### config.mk
export PLATFORM = sky130hd
export DESIGN_NAME = fir_coef_loader
export DESIGN_NICKNAME = d
export VERILOG_FILES = /design/src/rtl/fir_coef_loader.sv
export SDC_FILE = /design/constraint.sdc
export NUM_CORES = 2
export LEC_CHECK = 0
export ABC_AREA = 1
export BUFFER_PORTS_ARGS = -buffer_cell sky130_fd_sc_hd__buf_2
export CORE_AREA = 2 2 641 643
export DETAILED_ROUTE_END_ITERATION = 10
export DIE_AREA = 0 0 643 645
export SETUP_SLACK_MARGIN = 0.2
export SYNTH_ARGS = -nofsm -noshare
export SYNTH_HDL_FRONTEND = slang
export SYNTH_SLANG_ARGS = --single-unit
export TNS_END_PERCENT = 10
### constraint.sdc
create_clock -name clk -period 4.7 [get_ports clk]
set_input_delay 0.47 -clock clk [delete_from_list [all_inputs] [get_ports clk]]
set_output_delay 0.47 -clock clk [all_outputs]
set_load 0.01 [all_outputs]
### src/rtl/fir_coef_loader.sv
// Double-buffered coefficient loader for the pipelined FIR: streams a full tap set
// into the shadow bank and swaps it in atomically on a sample-aligned tick.
module fir_coef_loader #(
    parameter int TAPS       = 100,
    parameter int COEF_WIDTH = 16
) (
    input  logic                  clk,
    input  logic                  rst,
    input  logic                  s_valid,
    output logic                  s_ready,
    input  logic [COEF_WIDTH-1:0] s_data,
    input  logic                  s_last,
    input  logic                  swap_tick,
    output logic [COEF_WIDTH-1:0] coef [0:TAPS-1],
    output logic                  swap_done,
    output logic                  err_len,
    output logic                  busy
);

    localparam int CNT_WIDTH = $clog2(TAPS);
    localparam logic [CNT_WIDTH-1:0]  LAST_IDX = CNT_WIDTH'(TAPS - 1);
    localparam logic [COEF_WIDTH-1:0] UNITY    = {1'b0, {(COEF_WIDTH-1){1'b1}}};

    typedef enum logic [1:0] {IDLE, LOAD, DISCARD, PEND} state_t;

    state_t                 state, state_next;
    logic [CNT_WIDTH-1:0]   cnt, cnt_next;
    logic [CNT_WIDTH-1:0]   wr_idx;
    logic                   sel, sel_next;
    logic                   err_next, swap_next, wr_en, xfer;
    logic [COEF_WIDTH-1:0]  bank [0:1][0:TAPS-1];

    assign xfer = s_valid && s_ready;

    always_comb begin
        state_next = state;
        cnt_next   = cnt;
        sel_next   = sel;
        err_next   = 1'b0;
        swap_next  = 1'b0;
        wr_en      = 1'b0;
        wr_idx     = cnt;
        s_ready    = (state != PEND);
        busy       = (state != IDLE);
        case (state)
            IDLE: begin
                if (xfer) begin
                    wr_en  = 1'b1;
                    wr_idx = '0;
                    if (s_last) begin
                        err_next = 1'b1;
                        cnt_next = '0;
                    end else begin
                        cnt_next   = CNT_WIDTH'(1);
                        state_next = LOAD;
                    end
                end
            end
            LOAD: begin
                if (xfer) begin
                    wr_en = 1'b1;
                    if (s_last) begin
                        if (cnt == LAST_IDX) begin
                            state_next = PEND;
                        end else begin
                            err_next   = 1'b1;
                            cnt_next   = '0;
                            state_next = IDLE;
                        end
                    end else if (cnt == LAST_IDX) begin
                        state_next = DISCARD;
                    end else begin
                        cnt_next = cnt + CNT_WIDTH'(1);
                    end
                end
            end
            DISCARD: begin
                // Overlong set: swallow the tail until s_last, counter frozen.
                if (xfer && s_last) begin
                    err_next   = 1'b1;
                    cnt_next   = '0;
                    state_next = IDLE;
                end
            end
            PEND: begin
                if (swap_tick) begin
                    sel_next   = !sel;
                    swap_next  = 1'b1;
                    cnt_next   = '0;
                    state_next = IDLE;
                end
            end
            default: state_next = IDLE;
        endcase
    end

    always_ff @(posedge clk) begin
        if (rst) begin
            state     <= IDLE;
            cnt       <= '0;
            sel       <= 1'b0;
            swap_done <= 1'b0;
            err_len   <= 1'b0;
        end else begin
            state     <= state_next;
            cnt       <= cnt_next;
            sel       <= sel_next;
            swap_done <= swap_next;
            err_len   <= err_next;
        end
    end

    // Only the shadow bank is ever written; the active one stays frozen until the swap.
    always_ff @(posedge clk) begin
        if (rst) begin
            for (int b = 0; b < 2; b++) begin
                for (int i = 0; i < TAPS; i++) begin
                    bank[b][i] <= (i == 0) ? UNITY : '0;
                end
            end
        end else if (wr_en) begin
            bank[!sel][wr_idx] <= s_data;
        end
    end

    always_comb begin
        for (int i = 0; i < TAPS; i++) begin
            coef[i] = bank[sel][i];
        end
    end

endmodule

==> flow_metrics.env <==
export IMPL_outcome="finished, final reports clean"
export IMPL_firstDrtPassIters=9
export IMPL_htree_num_levels=5
export IMPL_routed_wl_um=515000
export IMPL_netlist_area_um2=128000
export IMPL_fmax_mhz=233
export IMPL_start_util_pct=31.4
export IMPL_slew_headroom_pct=16.3
export IMPL_grt_pass1_vias=77300
export IMPL_dpl_hpwl_um=334000
export IMPL_cts_tree="built"
export IMPL_drive_above_1_share_pct=43.9
export IMPL_fin_crit_ns=4.29
export IMPL_swShare_pct=24.9
export IMPL_core_um2=408000
export IMPL_p_per_area_nw_per_um2=431
export IMPL_slew_violations=0
export IMPL_grt_usage_pct=23.9
export IMPL_die_w_um=643
export IMPL_mostFrequentLayoutCells="edfxtp_1 (3200), buf_2 (1624), mux2_2 (1600), nor2_1 (1512), nand2_1 (422)"
export IMPL_cts_sinks=3213
export IMPL_synth_async_sr_flop_share_pct=0
export IMPL_yosysWarnings=0
export IMPL_synth_main_ff_cell="edfxtp_1"
export IMPL_cap_violations=0
export IMPL_cp_required_ns=5.25
export IMPL_ys_seq_area_share_pct=75.2
export IMPL_yosysUniqueCellTypes=36
export IMPL_avgSynthCellArea_um2=16.3
export IMPL_synth_edf_count=3200
export IMPL_grt_pass1_wl_um=682000
export IMPL_fin_tns_setup_ns=0
export IMPL_root_buffer="clkbuf_16"
export IMPL_hold_viol=0
export IMPL_synth_area_leaders="edfxtp_1 (75%), mux2_2 (14%), nor2_1 (4.5%), nand2_1 (1.2%), clkbuf_1 (1.1%)"
export IMPL_drc_errors=0
export IMPL_skew_ns=0.0440
export IMPL_synthCells=7859
export IMPL_syn_nets=7881
export IMPL_yosysTopAreaCellShare_pct=75.0
export IMPL_clock_latency_ns=0.95
export IMPL_fp_row_count=235
export IMPL_globalplace_congestion=0.878
export IMPL_grt_ovfl_total=0
export IMPL_p_leak_nw=58.9
export IMPL_peakVddDrop_uv=312
export IMPL_end_kind="flop"
export IMPL_cp_arrival_ns=4.84
export IMPL_fin_crit_sh_pct=91.4
export IMPL_drtIter0Drc=10200
export IMPL_synth_top_cell_by_area="edfxtp_1"
export IMPL_hold_depth=3
export IMPL_syn2layout_area_growth_pct=21.2
export IMPL_synth_seq_cells=3213
export IMPL_power_internal_mw=50.2
export IMPL_ant_nets=0
export IMPL_r2r_cells=16
export IMPL_cts_made_buffers=340
export IMPL_rsz0062_at_grt="true"
export IMPL_via_count=78700
export IMPL_hp_class="input pin to flop"
export IMPL_io_pins=1625
export IMPL_nNetsFinal=9650
export IMPL_cts_clk_slew_worst_paths_ns=0.06
export IMPL_seq_area_um2=96400
export IMPL_worst_slew_pin_slew_ns=1.26
export IMPL_start_kind="flop"
export IMPL_clock_tree_buffer_depth=4
export IMPL_die_h_um=645
export IMPL_die_area_um2=415000
export IMPL_power_frac_comb_pct=9.3
export IMPL_grt_max_degree=162
export IMPL_report_final_setup_viol=0
export IMPL_pwr_share_clk_pct=39.9
export IMPL_routedWlPerCell_um=33.5
export IMPL_vias_per_cell=5.12
export IMPL_portBuffers=1624
export IMPL_post_cts_buffers=0
export IMPL_multi_input_area_um2=28700
export IMPL_share_seq_of_total_power_pct=50.8
export IMPL_crit_type="flop to flop"
export IMPL_n_fill_cell=38200
export IMPL_layout_commonest_cell="edfxtp_1"
export IMPL_p_total_mw=66.9
export IMPL_p_switching_mw=16.6
export IMPL_antenna_found_initial=51
export IMPL_cp_max_fo=27
==> per-stage QoR <==
stage          util [%]  area (um^2)  std cells  hold WS (ns)  worst slack, ns
2_1_floorplan         -       128000       7859         0.485           -0.355
3_3_place_gp       35.4       144000      14700         0.510            0.174
3_5_place_dp       35.4       144000      14700         0.520            0.100
4_1_cts            38.0       155000      15400       0.00429            0.224
5_1_grt            38.0       155000      15400        0.0351            0.192
6_report           38.0       155000      15400        0.0528            0.406
==> cell usage after synthesis (8+ instances only) <==
cell type	instances
edfxtp_1	3200
mux2_2	1600
nor2_1	1528
nand2_1	425
clkbuf_1	388
inv_1	159
nor2_2	159
nand3_1	71
buf_2	64
buf_6	54
nand3_2	54
nand3_4	50
dfxtp_1	13
o21ai_0	13
buf_4	10
o21ai_1	9
buf_1	8
==> routing by layer <==
metal | vias to the layer above | share of wire (%) | global-route usage, %
met5 | - | 0.013 | 0
met4 | 10 | 6.3 | 13.0
met3 | 1030 | 9.0 | 5.16
met2 | 4799 | 48 | 39.9
met1 | 40800 | 36 | 28.9
li1 | 32000 | - | -
==> critical path: stages, from the launching register on <==
cell and delay (ns):
dfxtp_1 0.44, nor2_2 0.11, nand2_4 0.21, nand3_2 0.18
nor2_1 0.51, nand2_1 0.17, nand2_1 0.11, inv_1 0.05
nand2_1 0.05, nor2_1 0.05, nand2_1 0.07, nor2_1 0.09
nand3_4 0.09, buf_12 0.21, buf_12 0.27, nand3_2 0.37
nand2_1 0.71
==> what timing repair did <==
| item | in CTS | in global routing |
|---|---|---|
| setup endpoints to repair | 0 | 219 |
| hold endpoints to repair | 38 | 0 |
| resized for setup | 0 | 4 |
| hold buffers | 8 | 0 |
==> kinds of logic (layout without fill, tap and decap cells) <==
kind of cell	Yosys count	in the layout	share of synthesized area (%)
buffers and inverters	697	2739	2.52
multiplexers	1600	1600	14.1
flip-flops	3213	3213	75.2
other	0	18	0
adder cells (fa/ha/maj)	1	1	0.00977
AO/OA/AOI/OAI	36	36	0.154
AND/OR/NAND/NOR	2312	2312	8.03
==> final timing paths <==
path,start,slack (ns),to
max,state[1],0.41,bank[0][1330]
min,s_data[11],0.05,bank[0][91]
max reg2reg,state[1],0.41,bank[0][1330]
min reg2reg,cnt[4],0.54,cnt[4]
==> power by group through the flow <==
stage | Clock, mW | Combinational (mW) | Sequential (mW)
after global placement | 0 | 6.14 | 34.5
after global routing | 28.0 | 6.34 | 34.1
final | 26.7 | 6.19 | 34.0
after CTS | 26.9 | 6.21 | 34.0
after floorplan | 0 | 2.80 | 34.4
after detailed placement | 0 | 6.18 | 34.6
==> area by class of cell <==
class / instances / area share (%)
Clock buffer: 421 / 5.73
Sequential cell: 3213 / 62.1
Inverter: 167 / 0.486
Clock inverter: 194 / 1.27
Multi-Input combinational cell: 3949 / 18.5
Tap cell: 5451 / 4.39
Timing Repair Buffer: 1957 / 7.57
Antenna cell: 18 / 0.0290
==> state kept, by name, indices dropped and copies added, names as in the netlist, named ones only <==
register	count
sel	1
err_len	1
bank	3200
swap_done	1
cnt	7
state	2
No activity file was read; power rests on OpenSTA's default activity.
